<file path="src/rtl/ddr_cmd_arbiter.sv">
// Inter-bank command arbiter: REF > RD/WR > ACT > PRE, round-robin inside a class, tRRD/tCCD/tWTR/tRTW
// spacing, one registered DRAM command per cycle. Optional four-activate window under DDR_ARB_TFAW_EN.
`ifndef DRAM_BA_WIDTH
`define DRAM_BA_WIDTH 2
`endif
`ifndef DRAM_RA_WIDTH
`define DRAM_RA_WIDTH 14
`endif
`ifndef DRAM_CA_WIDTH
`define DRAM_CA_WIDTH 10
`endif
`ifndef AXI_ID_WIDTH
`define AXI_ID_WIDTH 4
`endif
`ifndef AXI_LEN_WIDTH
`define AXI_LEN_WIDTH 8
`endif
`ifndef T_RRD_WIDTH
`define T_RRD_WIDTH 4
`endif
`ifndef T_CCD_WIDTH
`define T_CCD_WIDTH 4
`endif
`ifndef T_WTR_WIDTH
`define T_WTR_WIDTH 4
`endif
`ifndef T_RTW_WIDTH
`define T_RTW_WIDTH 4
`endif

module ddr_cmd_arbiter #(
    parameter int NUM_BANKS = 4,
    parameter int T_FAW     = 16
) (
    input  logic                                   clk,
    input  logic                                   rst_n,
    input  logic [NUM_BANKS-1:0]                   act_req,
    input  logic [NUM_BANKS-1:0]                   rd_req,
    input  logic [NUM_BANKS-1:0]                   wr_req,
    input  logic [NUM_BANKS-1:0]                   pre_req,
    input  logic [NUM_BANKS-1:0]                   ref_req,
    input  logic [NUM_BANKS*`DRAM_RA_WIDTH-1:0]    ra,
    input  logic [NUM_BANKS*`DRAM_CA_WIDTH-1:0]    ca,
    input  logic [NUM_BANKS*`AXI_ID_WIDTH-1:0]     id,
    input  logic [NUM_BANKS*`AXI_LEN_WIDTH-1:0]    len,
    output logic [NUM_BANKS-1:0]                   act_gnt,
    output logic [NUM_BANKS-1:0]                   rd_gnt,
    output logic [NUM_BANKS-1:0]                   wr_gnt,
    output logic [NUM_BANKS-1:0]                   pre_gnt,
    output logic [NUM_BANKS-1:0]                   ref_gnt,
    input  logic [`T_RRD_WIDTH-1:0]                t_rrd_m1,
    input  logic [`T_CCD_WIDTH-1:0]                t_ccd_m1,
    input  logic [`T_WTR_WIDTH-1:0]                t_wtr_m1,
    input  logic [`T_RTW_WIDTH-1:0]                t_rtw_m1,
    output logic                                   cmd_valid,
    output logic [2:0]                             cmd_type,
    output logic [`DRAM_BA_WIDTH-1:0]              cmd_ba,
    output logic [`DRAM_RA_WIDTH-1:0]              cmd_ra,
    output logic [`DRAM_CA_WIDTH-1:0]              cmd_ca,
    output logic [`AXI_ID_WIDTH-1:0]               cmd_id,
    output logic [`AXI_LEN_WIDTH-1:0]              cmd_len
);
    localparam int BA_W = `DRAM_BA_WIDTH;
    localparam logic [2:0] CMD_NOP = 3'd0, CMD_ACT = 3'd1, CMD_RD = 3'd2,
                           CMD_WR  = 3'd3, CMD_PRE = 3'd4, CMD_REF = 3'd5;

    if (NUM_BANKS != (1 << BA_W)) begin : g_bad_banks
        $error("NUM_BANKS must equal 2**DRAM_BA_WIDTH");
    end
    if (T_FAW < 1) begin : g_bad_faw
        $error("T_FAW must be at least 1");
    end

    logic [`DRAM_RA_WIDTH-1:0]  ra_arr  [NUM_BANKS];
    logic [`DRAM_CA_WIDTH-1:0]  ca_arr  [NUM_BANKS];
    logic [`AXI_ID_WIDTH-1:0]   id_arr  [NUM_BANKS];
    logic [`AXI_LEN_WIDTH-1:0]  len_arr [NUM_BANKS];

    for (genvar gi = 0; gi < NUM_BANKS; gi++) begin : g_unpack
        assign ra_arr[gi]  = ra[gi*`DRAM_RA_WIDTH +: `DRAM_RA_WIDTH];
        assign ca_arr[gi]  = ca[gi*`DRAM_CA_WIDTH +: `DRAM_CA_WIDTH];
        assign id_arr[gi]  = id[gi*`AXI_ID_WIDTH +: `AXI_ID_WIDTH];
        assign len_arr[gi] = len[gi*`AXI_LEN_WIDTH +: `AXI_LEN_WIDTH];
    end

    logic [`T_RRD_WIDTH-1:0]   cnt_rrd_q, cnt_rrd_d;
    logic [`T_CCD_WIDTH-1:0]   cnt_ccd_q, cnt_ccd_d;
    logic [`T_WTR_WIDTH-1:0]   cnt_wtr_q, cnt_wtr_d;
    logic [`T_RTW_WIDTH-1:0]   cnt_rtw_q, cnt_rtw_d;
    logic [BA_W-1:0]           rr_ptr_q, rr_ptr_d;
    logic                      cmd_valid_q, cmd_valid_d;
    logic [2:0]                cmd_type_q, cmd_type_d;
    logic [BA_W-1:0]           cmd_ba_q, cmd_ba_d;
    logic [`DRAM_RA_WIDTH-1:0] cmd_ra_q, cmd_ra_d;
    logic [`DRAM_CA_WIDTH-1:0] cmd_ca_q, cmd_ca_d;
    logic [`AXI_ID_WIDTH-1:0]  cmd_id_q, cmd_id_d;
    logic [`AXI_LEN_WIDTH-1:0] cmd_len_q, cmd_len_d;

    logic                 rd_ok, wr_ok, act_ok, faw_ok;
    logic [NUM_BANKS-1:0] cas_vec, act_vec, class_vec, gnt_onehot;
    logic                 gnt_valid;
    logic [BA_W-1:0]      gnt_idx;
    logic [2:0]           gnt_type;

    `ifdef DDR_ARB_TFAW_EN
    localparam int FAW_W = $clog2(T_FAW + 1);
    // Remaining-window countdown per recent ACT, newest in slot 0; the oldest is always the smallest.
    logic [FAW_W-1:0] faw_q [4];
    logic [FAW_W-1:0] faw_d [4];
    logic [FAW_W-1:0] faw_dec [4];

    always_comb begin
        for (int i = 0; i < 4; i++) begin
            faw_dec[i] = (faw_q[i] == '0) ? '0 : faw_q[i] - 1'b1;
            faw_d[i]   = faw_dec[i];
        end
        if (gnt_type == CMD_ACT) begin
            faw_d[0] = FAW_W'(T_FAW - 1);
            for (int i = 1; i < 4; i++) faw_d[i] = faw_dec[i-1];
        end
    end

    always_ff @(posedge clk) begin
        for (int i = 0; i < 4; i++) faw_q[i] <= rst_n ? faw_d[i] : '0;
    end

    assign faw_ok = (faw_q[3] == '0);
    `else
    assign faw_ok = 1'b1;
    `endif

    always_comb begin
        rd_ok     = (cnt_ccd_q == '0) && (cnt_wtr_q == '0);
        wr_ok     = (cnt_ccd_q == '0) && (cnt_rtw_q == '0);
        act_ok    = (cnt_rrd_q == '0) && faw_ok;
        cas_vec   = (rd_req & {NUM_BANKS{rd_ok}}) | (wr_req & {NUM_BANKS{wr_ok}});
        act_vec   = act_req & {NUM_BANKS{act_ok}};
        class_vec = '0;
        if (!rst_n)           class_vec = '0;
        else if (|ref_req)    class_vec = ref_req;
        else if (|cas_vec)    class_vec = cas_vec;
        else if (|act_vec)    class_vec = act_vec;
        else                  class_vec = pre_req;
    end

    // Rotating-priority pick starting at rr_ptr; the power-of-two bank count makes wrap a truncation.
    always_comb begin
        logic [BA_W-1:0] cand;
        gnt_valid = 1'b0;
        gnt_idx   = '0;
        cand      = '0;
        for (int k = 0; k < NUM_BANKS; k++) begin
            cand = rr_ptr_q + k[BA_W-1:0];
            if (!gnt_valid && class_vec[cand]) begin
                gnt_valid = 1'b1;
                gnt_idx   = cand;
            end
        end
    end

    always_comb begin
        gnt_type = CMD_NOP;
        if (gnt_valid) begin
            if (|ref_req)                        gnt_type = CMD_REF;
            else if (|cas_vec)                   gnt_type = (rd_req[gnt_idx] && rd_ok) ? CMD_RD : CMD_WR;
            else if (|act_vec)                   gnt_type = CMD_ACT;
            else                                 gnt_type = CMD_PRE;
        end
        gnt_onehot = gnt_valid ? (NUM_BANKS'(1) << gnt_idx) : '0;
        ref_gnt    = (gnt_type == CMD_REF) ? gnt_onehot : '0;
        rd_gnt     = (gnt_type == CMD_RD)  ? gnt_onehot : '0;
        wr_gnt     = (gnt_type == CMD_WR)  ? gnt_onehot : '0;
        act_gnt    = (gnt_type == CMD_ACT) ? gnt_onehot : '0;
        pre_gnt    = (gnt_type == CMD_PRE) ? gnt_onehot : '0;
    end

    // A grant reloads its counters with the current m1 value; otherwise saturating decrement.
    always_comb begin
        cnt_rrd_d = (cnt_rrd_q == '0) ? '0 : cnt_rrd_q - 1'b1;
        cnt_ccd_d = (cnt_ccd_q == '0) ? '0 : cnt_ccd_q - 1'b1;
        cnt_wtr_d = (cnt_wtr_q == '0) ? '0 : cnt_wtr_q - 1'b1;
        cnt_rtw_d = (cnt_rtw_q == '0) ? '0 : cnt_rtw_q - 1'b1;
        if (gnt_type == CMD_ACT) cnt_rrd_d = t_rrd_m1;
        if (gnt_type == CMD_RD || gnt_type == CMD_WR) cnt_ccd_d = t_ccd_m1;
        if (gnt_type == CMD_RD) cnt_rtw_d = t_rtw_m1;
        if (gnt_type == CMD_WR) cnt_wtr_d = t_wtr_m1;

        rr_ptr_d    = gnt_valid ? gnt_idx + 1'b1 : rr_ptr_q;
        cmd_valid_d = gnt_valid;
        cmd_type_d  = gnt_type;
        cmd_ba_d    = gnt_valid ? gnt_idx          : cmd_ba_q;
        cmd_ra_d    = gnt_valid ? ra_arr[gnt_idx]  : cmd_ra_q;
        cmd_ca_d    = gnt_valid ? ca_arr[gnt_idx]  : cmd_ca_q;
        cmd_id_d    = gnt_valid ? id_arr[gnt_idx]  : cmd_id_q;
        cmd_len_d   = gnt_valid ? len_arr[gnt_idx] : cmd_len_q;
    end

    always_ff @(posedge clk) begin
        if (!rst_n) begin
            cnt_rrd_q   <= '0;
            cnt_ccd_q   <= '0;
            cnt_wtr_q   <= '0;
            cnt_rtw_q   <= '0;
            rr_ptr_q    <= '0;
            cmd_valid_q <= 1'b0;
            cmd_type_q  <= CMD_NOP;
            cmd_ba_q    <= '0;
            cmd_ra_q    <= '0;
            cmd_ca_q    <= '0;
            cmd_id_q    <= '0;
            cmd_len_q   <= '0;
        end else begin
            cnt_rrd_q   <= cnt_rrd_d;
            cnt_ccd_q   <= cnt_ccd_d;
            cnt_wtr_q   <= cnt_wtr_d;
            cnt_rtw_q   <= cnt_rtw_d;
            rr_ptr_q    <= rr_ptr_d;
            cmd_valid_q <= cmd_valid_d;
            cmd_type_q  <= cmd_type_d;
            cmd_ba_q    <= cmd_ba_d;
            cmd_ra_q    <= cmd_ra_d;
            cmd_ca_q    <= cmd_ca_d;
            cmd_id_q    <= cmd_id_d;
            cmd_len_q   <= cmd_len_d;
        end
    end

    assign cmd_valid = cmd_valid_q;
    assign cmd_type  = cmd_type_q;
    assign cmd_ba    = cmd_ba_q;
    assign cmd_ra    = cmd_ra_q;
    assign cmd_ca    = cmd_ca_q;
    assign cmd_id    = cmd_id_q;
    assign cmd_len   = cmd_len_q;

endmodule

</file>
<file path="config.mk">
export PLATFORM = sky130hd
export DESIGN_NAME = ddr_cmd_arbiter
export DESIGN_NICKNAME = d
export VERILOG_FILES = /design/src/rtl/ddr_cmd_arbiter.sv
export SDC_FILE = /design/constraint.sdc
export NUM_CORES = 1
export LEC_CHECK = 0
export CAP_MARGIN = 20
export CORE_MARGIN = 2
export CORE_UTILIZATION = 41
export DETAILED_ROUTE_END_ITERATION = 6
export GPL_TIMING_DRIVEN = 0
export HOLD_SLACK_MARGIN = 0.12
export PLACE_DENSITY = 0.94
export SYNTH_ARGS = -nofsm -noshare
export SYNTH_HDL_FRONTEND = slang
export SYNTH_SLANG_ARGS = --single-unit
</file>
<file path="constraint.sdc">
create_clock -name clk -period 7.75 [get_ports clk]
set_clock_uncertainty 0.05 [all_clocks]
set_input_delay 1.55 -clock clk [delete_from_list [all_inputs] [get_ports clk]]
set_output_delay 1.55 -clock clk [all_outputs]
set_load 0.03 [all_outputs]
</file>
# After elaboration in Yosys (flattened, before gate mapping)

Index checks and enable logic that the tools add are counted.

Flip-flop bits (word level): 60
Bits of input ports: 182
Output and inout port bits: 62

Add/sub/neg operators: 8
Order comparisons: 6
Equality and inequality tests: 5
Shift operators: 1
Multiplexer cells: 53
Bitwise gates (word level): 5
Reductions and logical operators: 17

Operators by type and width:

| cell                | number |
|---|---|
| $mux 4              | 20 |
| $bmux 14 s2         | 1 |
| $mux 14             | 2 |
| $bmux 10 s2         | 1 |
| $mux 10             | 2 |
| $bmux 8 s2          | 1 |
| $logic_not 4->1     | 4 |
| $mux 8              | 2 |
| $sub 4x1->4 const B | 4 |
| $lt 2x3->1 const B  | 5 |
| $and 4x4->4         | 3 |
| $mux 3              | 4 |
| $reduce_or 4->1     | 3 |
| $bmux 1 s2          | 5 |
| $mux 1              | 10 |
| $bmux 4 s2          | 1 |
| $mux 2              | 4 |
| $eq 3x2->1 const B  | 2 |
| $eq 3x3->1 const B  | 2 |
| $logic_and 1x1->1   | 6 |
| $add 2x1->2 const B | 2 |
| $add 2x2->2 const B | 2 |
| $or 4x4->4          | 1 |
| $shl 1x2->4 const A | 1 |
| other kinds (5)     | 7 |

# Depth between registers and ports, before layout

Gate-level depths: netlist of the first run.

Word-level depth: 30
Gate-level depth with buffers: 12
Gate-level depth less buffers: 10

# Worst setup path after synthesis of the first run

No wires, ideal clock.

Path kind: input to output
From: input ref_req[3]
To: output rd_gnt[0]
Data arrival time: 4.606 ns
Slack: 1.544 ns
Stages on the path: 10
Path buffers: 2
Cells stage by stage: or4_1 -> a211oi_1 -> a32oi_2 -> o211ai_1 -> a21o_1 -> buf_6 -> clkbuf_1 -> ha_1 -> nand2_1 -> nor4_1

Cells in the longest elaborated chain, start to end: 24
Elaborated cells between the ends (all ways): 36
Those cells by class: eq/ne: 1; shift: 1; mux: 26; reduce/logical: 8

Ends and longest elaborated chain:

| item                         | line     | text |
|---|---|---|
| from (decl)                  | 41       | `input logic [NUM_BANKS-1:0] ref_req,` |
| $reduce_or 4->1              | 140, 164 |  |
| $mux 4                       | 140      | `else if (\|ref_req) class_vec = ref_req;` |
| $mux 4                       | 139      | `if (!rst_n) class_vec = '0;` |
| $bmux 1 s2                   | 154      | `if (!gnt_valid && class_vec[cand]) begin` |
| $mux 1 (not written as such) | 154      |  |
| $mux 1                       | 154      |  |
| $logic_not 1->1              | 154      |  |
| $logic_and 1x1->1            | 154      |  |
| [... 8 more ...]             | -        |  |
| $mux 1 (not written as such) | 165      | `else if (\|cas_vec) gnt_type = (rd_req[gnt_idx] && rd_ok) ? CMD_RD : CMD_WR;` |
| $logic_and 1x1->1            | 165      |  |
| $mux 1                       | 165      |  |
| $mux 3                       | 165      |  |
| $mux 3                       | 164      | `if (\|ref_req) gnt_type = CMD_REF;` |
| $mux 3                       | 163      | `if (gnt_valid) begin` |
| $eq 3x2->1                   | 171      | `rd_gnt = (gnt_type == CMD_RD) ? gnt_onehot : '0;` |
| $mux 4 (*)                   | 171      |  |
| to (decl)                    | 47       | `output logic [NUM_BANKS-1:0] rd_gnt,` |

Every way passes the cells marked *; elsewhere a longest branch is shown, timed or not. The select of a mux whose other input is x is not followed.

# Worst setup path in the final report of the first run

From: input ref_req[3]
To: output rd_gnt[1]

The elaborated chain is that of the path after synthesis.

==> summary.md, run 1 <==
| Metric | Value |
|---|---|
| Outcome | `finished with violations` |
| Failing checks | `DRC` |
| Final max-slew violation count | `0` |
| Yosys top cell by area | `dfxtp_1` |
| Post-synth EDFFs | `0` |
| Rel. slew slack | `0.471` |
| Pwr Density | `182 nW/um2` |
| Vias/cell | `5.60` |
| Fin nets | `891` |
| Vias in the first global route | `4750` |
| Port Buffer Count | `243` |
| Residual DRC | `2` |
| Place WS | `0.448 ns` |
| CTS Buf Count | `9` |
| Fraction of layout cells with a size suffix above 1 | `0.103` |
| Drt pass-1 iters | `7` |
| Net Count, Synth | `637` |
| RSZ-0062 raised after global routing | `no` |
| Synth warn | `0` |
| Pwr Total | `1.24 mW` |
| Root Buffer | `clkbuf_8` |
| Fmax | `0.135 GHz` |
| Number of post-CTS setup repair buffers | `0` |
| H-tree depth | `3` |
| Most frequent cells in the layout | `clkdlybuf4s50_1, mux2i_1, nand2_1` |
| Final critical-path required period | `7.39 ns` |
| CTS tree | `done` |
| Starting DRT DRC Count | `238` |
| Rows | `36` |
| Avg WL per Cell | `18.2 um` |
| Final period utilization | `0.953` |
| Post-DP HPWL | `12.5 mm` |
| Worst VDD drop | `0.146 mV` |
| Largest net degree at the start of global routing | `12` |
| Crit path arrival time | `5.79 ns` |
| CTS max path bufs | `2` |
| Critical Path Source Type | `primary input` |
| Core Region | `9640 um2` |
| Min-Delay Path Class | `reg2reg` |
| DRT antenna net count | `0` |
| Dominant cells by area after synthesis | `dfxtp_1, mux2i_1, nand2_1` |
| Design Area, Final | `6810 um2` |
| Post-CTS sizing | `0` |
| Worst-path maximum fanout | `11` |
| I/O pins | `244` |
| Critical path class | `in2out` |
| Initial antenna violation count | `0` |
| Syn Area/Cell | `8.91 um2` |
| Leakage power | `2.67 nW` |
| Worst hold slack | `0.411 ns` |
| Initial Util | `0.417` |
| Total global-route track usage | `0.279` |
| Synth Register Bits | `60` |
| Reg clk slew, reported paths | `0.08 ns` |
| Async S/R FF share, synth | `0` |
| Total wire length | `15.3 mm` |
| Measured slew at the worst slew-check pin | `0.792 ns` |
| Max cap viols | `0` |
| Cell Area, Synth | `4020 um2` |
| Worst skew pair latency | `0.33 ns` |
| Netlist cell types | `59` |
| TritonCTS sink count | `60` |
| Area of placed instances | `6620 um2` |
| GP Congestion | `0.875` |
| Total number of vias | `4724` |
| CP endpoint kind | `output pin` |
| Cells after Synth | `451` |
| Ys flop type | `dfxtp_1` |
| Die extent in x | `103 um` |
| Finish-stage setup viols | `0` |
| Filler cell count | `733` |
| Die height | `103 um` |
| First-pass GRT wire length | `23.0 mm` |
| Final setup margin | `0.361 ns` |
| Hold-fix buffers at CTS | `0` |
| Count of final hold-check violations | `0` |
| Post-synthesis sequential area ratio | `0.299` |
| Critical Path RT | `6.15 ns` |
| Total congestion overflow | `0` |
| Area grow syn2layout | `69.4%` |
| Final setup TNS | `0 ns` |
| DIE AREA | `10600 um2` |
| Number of diodes | `0` |
| Most common cell after layout, fill and taps aside | `clkdlybuf4s50_1` |
| Share of the synthesized area in the top cell type | `0.299` |
==> logic make-up (layout without fill, tap and decap cells) <==
| kind of cell | Yosys count | after routing | synth area share |
|---|---|---|---|
| AO/OA/AOI/OAI | 114 | 114 | 0.218 |
| adder cells (fa/ha/maj) | 4 | 4 | 0.0124 |
| buffers and inverters | 34 | 293 | 0.0436 |
| flip-flops | 60 | 60 | 0.299 |
| multiplexers | 90 | 90 | 0.228 |
| AND/OR/NAND/NOR | 149 | 149 | 0.200 |
==> worst max-delay path, cell delays in order <==
cell and delay (ns):
clkdlybuf4s50_1 0.50, nor4_4 0.55, o21ai_0 0.26, a21oi_1 0.24
a2bb2oi_2 0.14, o221ai_1 0.24, a21o_1 0.13, buf_6 0.18
clkbuf_1 0.44, ha_1 0.30, nand2_1 0.18, nor4_1 0.34
clkdlybuf4s50_1 0.72
==> sequential cells by signal, indices dropped and copies added (netlist names), 2 cells and up <==
name / cells
cmd_ra: 14
cmd_ca: 10
cmd_len: 8
cmd_id: 4
cnt_ccd_q: 4
cnt_rrd_q: 4
cnt_rtw_q: 4
cnt_wtr_q: 4
cmd_type: 3
cmd_ba: 2
rr_ptr_q: 2
==> final timing paths <==
| kind | startpoint | to | slack (ns) | cells past startpoint |
|---|---|---|---|---|
| setup / recovery | ref_req[3] | rd_gnt[1] | 0.36 | 13 |
| hold / removal | cmd_ca[3] | cmd_ca[3] | 0.41 | 2 |
| setup reg to reg | cnt_ccd_q[1] | cmd_id[3] | 4.34 | 11 |
| hold reg to reg | cmd_ca[3] | cmd_ca[3] | 0.41 | 2 |
==> metrics by stage <==
stage / utilization / instances
after global placement: 0.687 / 827
after floorplan: - / 451
after detailed placement: 0.687 / 827
final: 0.707 / 843
after global routing: 0.707 / 843
after CTS: 0.707 / 843
==> where the power goes <==
group	leakage (nW)	internal, mW	total [mW]	switching [mW]
sequential	0.498	0.358	0.388	0.0299
combinational	2.08	0.273	0.568	0.295
clock	0.0927	0.149	0.283	0.134
==> layer usage <==
layer,GRT usage,wire length [um],vias up
met5,0,0,-
met4,0.123,469,0
met3,0.0739,1300,45
met2,0.485,7870,248
met1,0.321,5670,2203
li1,-,-,2228
==> Yosys cell counts, types with 3 or more instances <==
| master | number |
|---|---|
| dfxtp_1 | 60 |
| or3_1 | 3 |
| and3_1 | 4 |
| and2_1 | 5 |
| nor4_4 | 3 |
| o311ai_0 | 3 |
| o22ai_1 | 5 |
| nor2_1 | 25 |
| nor4_1 | 5 |
| a22o_1 | 6 |
| buf_2 | 13 |
| ha_1 | 4 |
| o21ai_0 | 11 |
| o31ai_1 | 3 |
| clkbuf_1 | 9 |
| a21oi_1 | 11 |
| o221ai_1 | 24 |
| buf_1 | 3 |
| o211ai_1 | 3 |
| mux2_2 | 13 |
| nand2_1 | 62 |
| a31o_2 | 3 |
| buf_6 | 3 |
| nor3b_2 | 4 |
| nor3_1 | 10 |
| a31oi_1 | 6 |
| mux2i_1 | 77 |
| o21ai_1 | 16 |
| or4_1 | 3 |
| nand3_1 | 15 |
| inv_1 | 3 |
==> layout make-up <==
cell class / count / area [um2] / share of cell area
multi-input combinational: 357 / 2640 / 0.388
timing repair buffer: 243 / 2430 / 0.357
sequential: 60 / 1200 / 0.176
tap: 133 / 166 / 0.0244
buffer: 29 / 151 / 0.0222
clock buffer: 10 / 128 / 0.0187
clock inverter: 6 / 63.8 / 0.00937
inverter: 5 / 23.8 / 0.00349
No activity file was read; power rests on OpenSTA's default activity.
==> inputs of run 2 (changes only) <==
- SLEW_MARGIN: default -> 20
==> results of run 2 <==
The final DEF is identical to that of run 1; final timing and power are the same.
==> inputs of run 3 (changes only) <==
- ABC_AREA: default -> 1
==> summary.md, run 3 <==
| Metric | Value |
|---|---|
| Total number of vias | `5090` |
| Rows | `36` |
| Number of diodes | `0` |
| Die height | `103 um` |
| Dominant cells by area after synthesis | `dfxtp_1, nand2_1, mux2i_1` |
| Post-Layout Cell Count | `998` |
| Pwr Density | `449 nW/um2` |
| Vias/cell | `5.10` |
| Net Count, Synth | `793` |
| Critical path class | `in2out` |
| Total wire length | `15.5 mm` |
| DRT antenna net count | `0` |
| Area grow syn2layout | `69.1%` |
| Finish-stage setup viols | `0` |
| Yosys top cell by area | `dfxtp_1` |
| Total global-route track usage | `0.282` |
| Count of final hold-check violations | `0` |
| Place WS | `0.588 ns` |
| WP buf/inv | `5` |
| I/O pins | `244` |
| Die extent in x | `103 um` |
| Largest net degree at the start of global routing | `12` |
| Cells after Synth | `607` |
| Combined area of the multi-input logic cells | `2510 um2` |
| Final critical-path required period | `7.22 ns` |
| Critical Path Source Type | `primary input` |
| Netlist cell types | `36` |
| Core Region | `9680 um2` |
| Fin nets | `1046` |
| Synth warn | `0` |
| Synth Register Bits | `60` |
| GP Congestion | `0.955` |
| Max cap viols | `0` |
| Total congestion overflow | `0` |
| Final max-slew violation count | `0` |
| Drt pass-1 iters | `5` |
| Post-synth EDFFs | `0` |
| Internal reg-to-reg setup slack | `4.55 ns` |
| Crit-path slowest cell | `clkdlybuf4s50_1` |
| Measured slew at the worst slew-check pin | `0.499 ns` |
| Final setup margin | `0.527 ns` |
| Filler cell count | `769` |
| RSZ-0062 raised after global routing | `no` |
| Initial Util | `0.419` |
| Initial antenna violation count | `0` |
| Post-DP HPWL | `12.5 mm` |
| Reg clk slew, reported paths | `0.07 ns` |
| CTS max path bufs | `2` |
| Crit path arrival time | `5.62 ns` |
| Post-synthesis sequential area ratio | `0.296` |
| Delay-heaviest family, CP | `buffers and inverters` |
| Port Buffer Count | `242` |
| Syn Area/Cell | `6.68 um2` |
| First-pass GRT wire length | `23.1 mm` |
| Final period utilization | `0.932` |
| Hold-fix buffers at CTS | `0` |
| Worst hold slack | `0.421 ns` |
| Ys flop type | `dfxtp_1` |
| Worst skew pair latency | `0.34 ns` |
| Cell Area, Synth | `4060 um2` |
| Rel. slew slack | `0.667` |
| Residual DRC | `0` |
| Leakage power | `2.96 nW` |
| Most frequent cells in the layout | `clkdlybuf4s50_1, nand2_1, nor2_1` |
| Post-CTS sizing | `0` |
| DIE AREA | `10700 um2` |
| Avg WL per Cell | `15.6 um` |
| Crit path cell chain | `clkdlybuf4s50_1 > inv_1 > nand4_1 > a21oi_1 > nand3_1 > nand3_1 > nand2_2 > nand3b_1 > nand2_1 > o21bai_2 > buf_2 > clkbuf_1 > ha_1 > nand2_1 > nor2_1 > clkdlybuf4s50_1` |
| Fmax | `0.138 GHz` |
| Async S/R FF share, synth | `0` |
| Min-Delay Path Class | `reg2reg` |
| Share of the synthesized area in the top cell type | `0.296` |
| CTS Buf Count | `9` |
| Critical Path RT | `6.15 ns` |
| Vias in the first global route | `4832` |
| Worst-path maximum fanout | `11` |
| CTS tree | `done` |
| Post-placement cell count | `982` |
| Final setup TNS | `0 ns` |
| Starting DRT DRC Count | `222` |
| CP endpoint kind | `output pin` |
| Most common cell in the netlist | `nand2_1` |
| Worst VDD drop | `0.256 mV` |
| Root Buffer | `clkbuf_8` |
| Fraction of layout cells with a size suffix above 1 | `0.0728` |
| Outcome | `completed` |
| Most frequent cells after synthesis | `nand2_1, nor2_1, dfxtp_1` |
| TritonCTS sink count | `60` |
| Seq. cell area | `1200 um2` |
| H-tree depth | `3` |
| Slowest stage delay, CP | `0.69 ns` |
| Most common cell after layout, fill and taps aside | `clkdlybuf4s50_1` |
| Max reg flops | `14` |
| Number of post-CTS setup repair buffers | `0` |
| Final core occ | `0.708` |
-- run 3: changes by cell type in the layout (fill, tap and decap cells not counted), sizes merged, moves of 17 or more --
cell | previous run | this run
mux2i | 77 | 41
o211ai | 3 | 27
nand3 | 16 | 33
o221ai | 24 | 0
inv | 6 | 37
nor2 | 25 | 115
o21ai | 27 | 83
nand2 | 62 | 137
-- run 3: layer usage --
layer  track usage  share of wire  routed length [um]  vias up
li1              -              -                   -     2532
met1         0.321           0.38                5950     2290
met2         0.501           0.51                7970      231
met3        0.0739          0.076                1180       37
met4         0.113          0.027                 420        0
met5             0              0                   0        -
-- run 3: metrics by stage --
stage / cell area, um2 / total power [mW]
2_1_floorplan: 4060 / 2.05
3_3_place_gp: 6640 / 2.71
3_5_place_dp: 6640 / 2.76
4_1_cts: 6860 / 3.07
5_1_grt: 6860 / 3.32
6_report: 6860 / 3.08
-- run 3: logic make-up after synthesis --
kind of cell | count (synthesis) | synth area share
xor+xnor | 1 | 0.00216
fa+ha+maj | 4 | 0.0123
simple gates | 296 | 0.317
mux | 41 | 0.101
compound gates | 133 | 0.187
buf+inv | 72 | 0.0839
flops | 60 | 0.296
-- run 3: worst reg2reg max path: cells and delay by family, from the launching register on --
family,cells,cell delay (ns)
AND/OR/NAND/NOR,15,1.66
buffers and inverters,2,0.41
flip-flops,1,0.38
adder cells (fa/ha/maj),1,0.28
AO/OA/AOI/OAI,2,0.28
-- run 3: area by class of cell --
class                           count  area share
Buffer                             34      0.0288
Timing Repair Buffer              242       0.353
Clock inverter                      5     0.00876
Inverter                           38      0.0208
Clock buffer                       11      0.0221
Tap cell                          133      0.0243
Multi-Input combinational cell    475       0.367
Sequential cell                    60       0.175
-- run 3: final timing paths --
kind                                   start          end  cells past startpoint
worst max-delay path              ref_req[1]   act_gnt[0]                     16
worst min-delay path               cmd_ba[0]    cmd_ba[0]                      2
worst max register to register  cnt_wtr_q[2]  rr_ptr_q[1]                     20
worst min register to register     cmd_ba[0]    cmd_ba[0]                      2
-- run 3: where the power goes --
part           leakage (nW)  switching, mW  internal [mW]
registers             0.497         0.0658          0.434
clock network        0.0938          0.132          0.166
logic                  2.37           1.40          0.877
total                  2.96           1.60           1.48
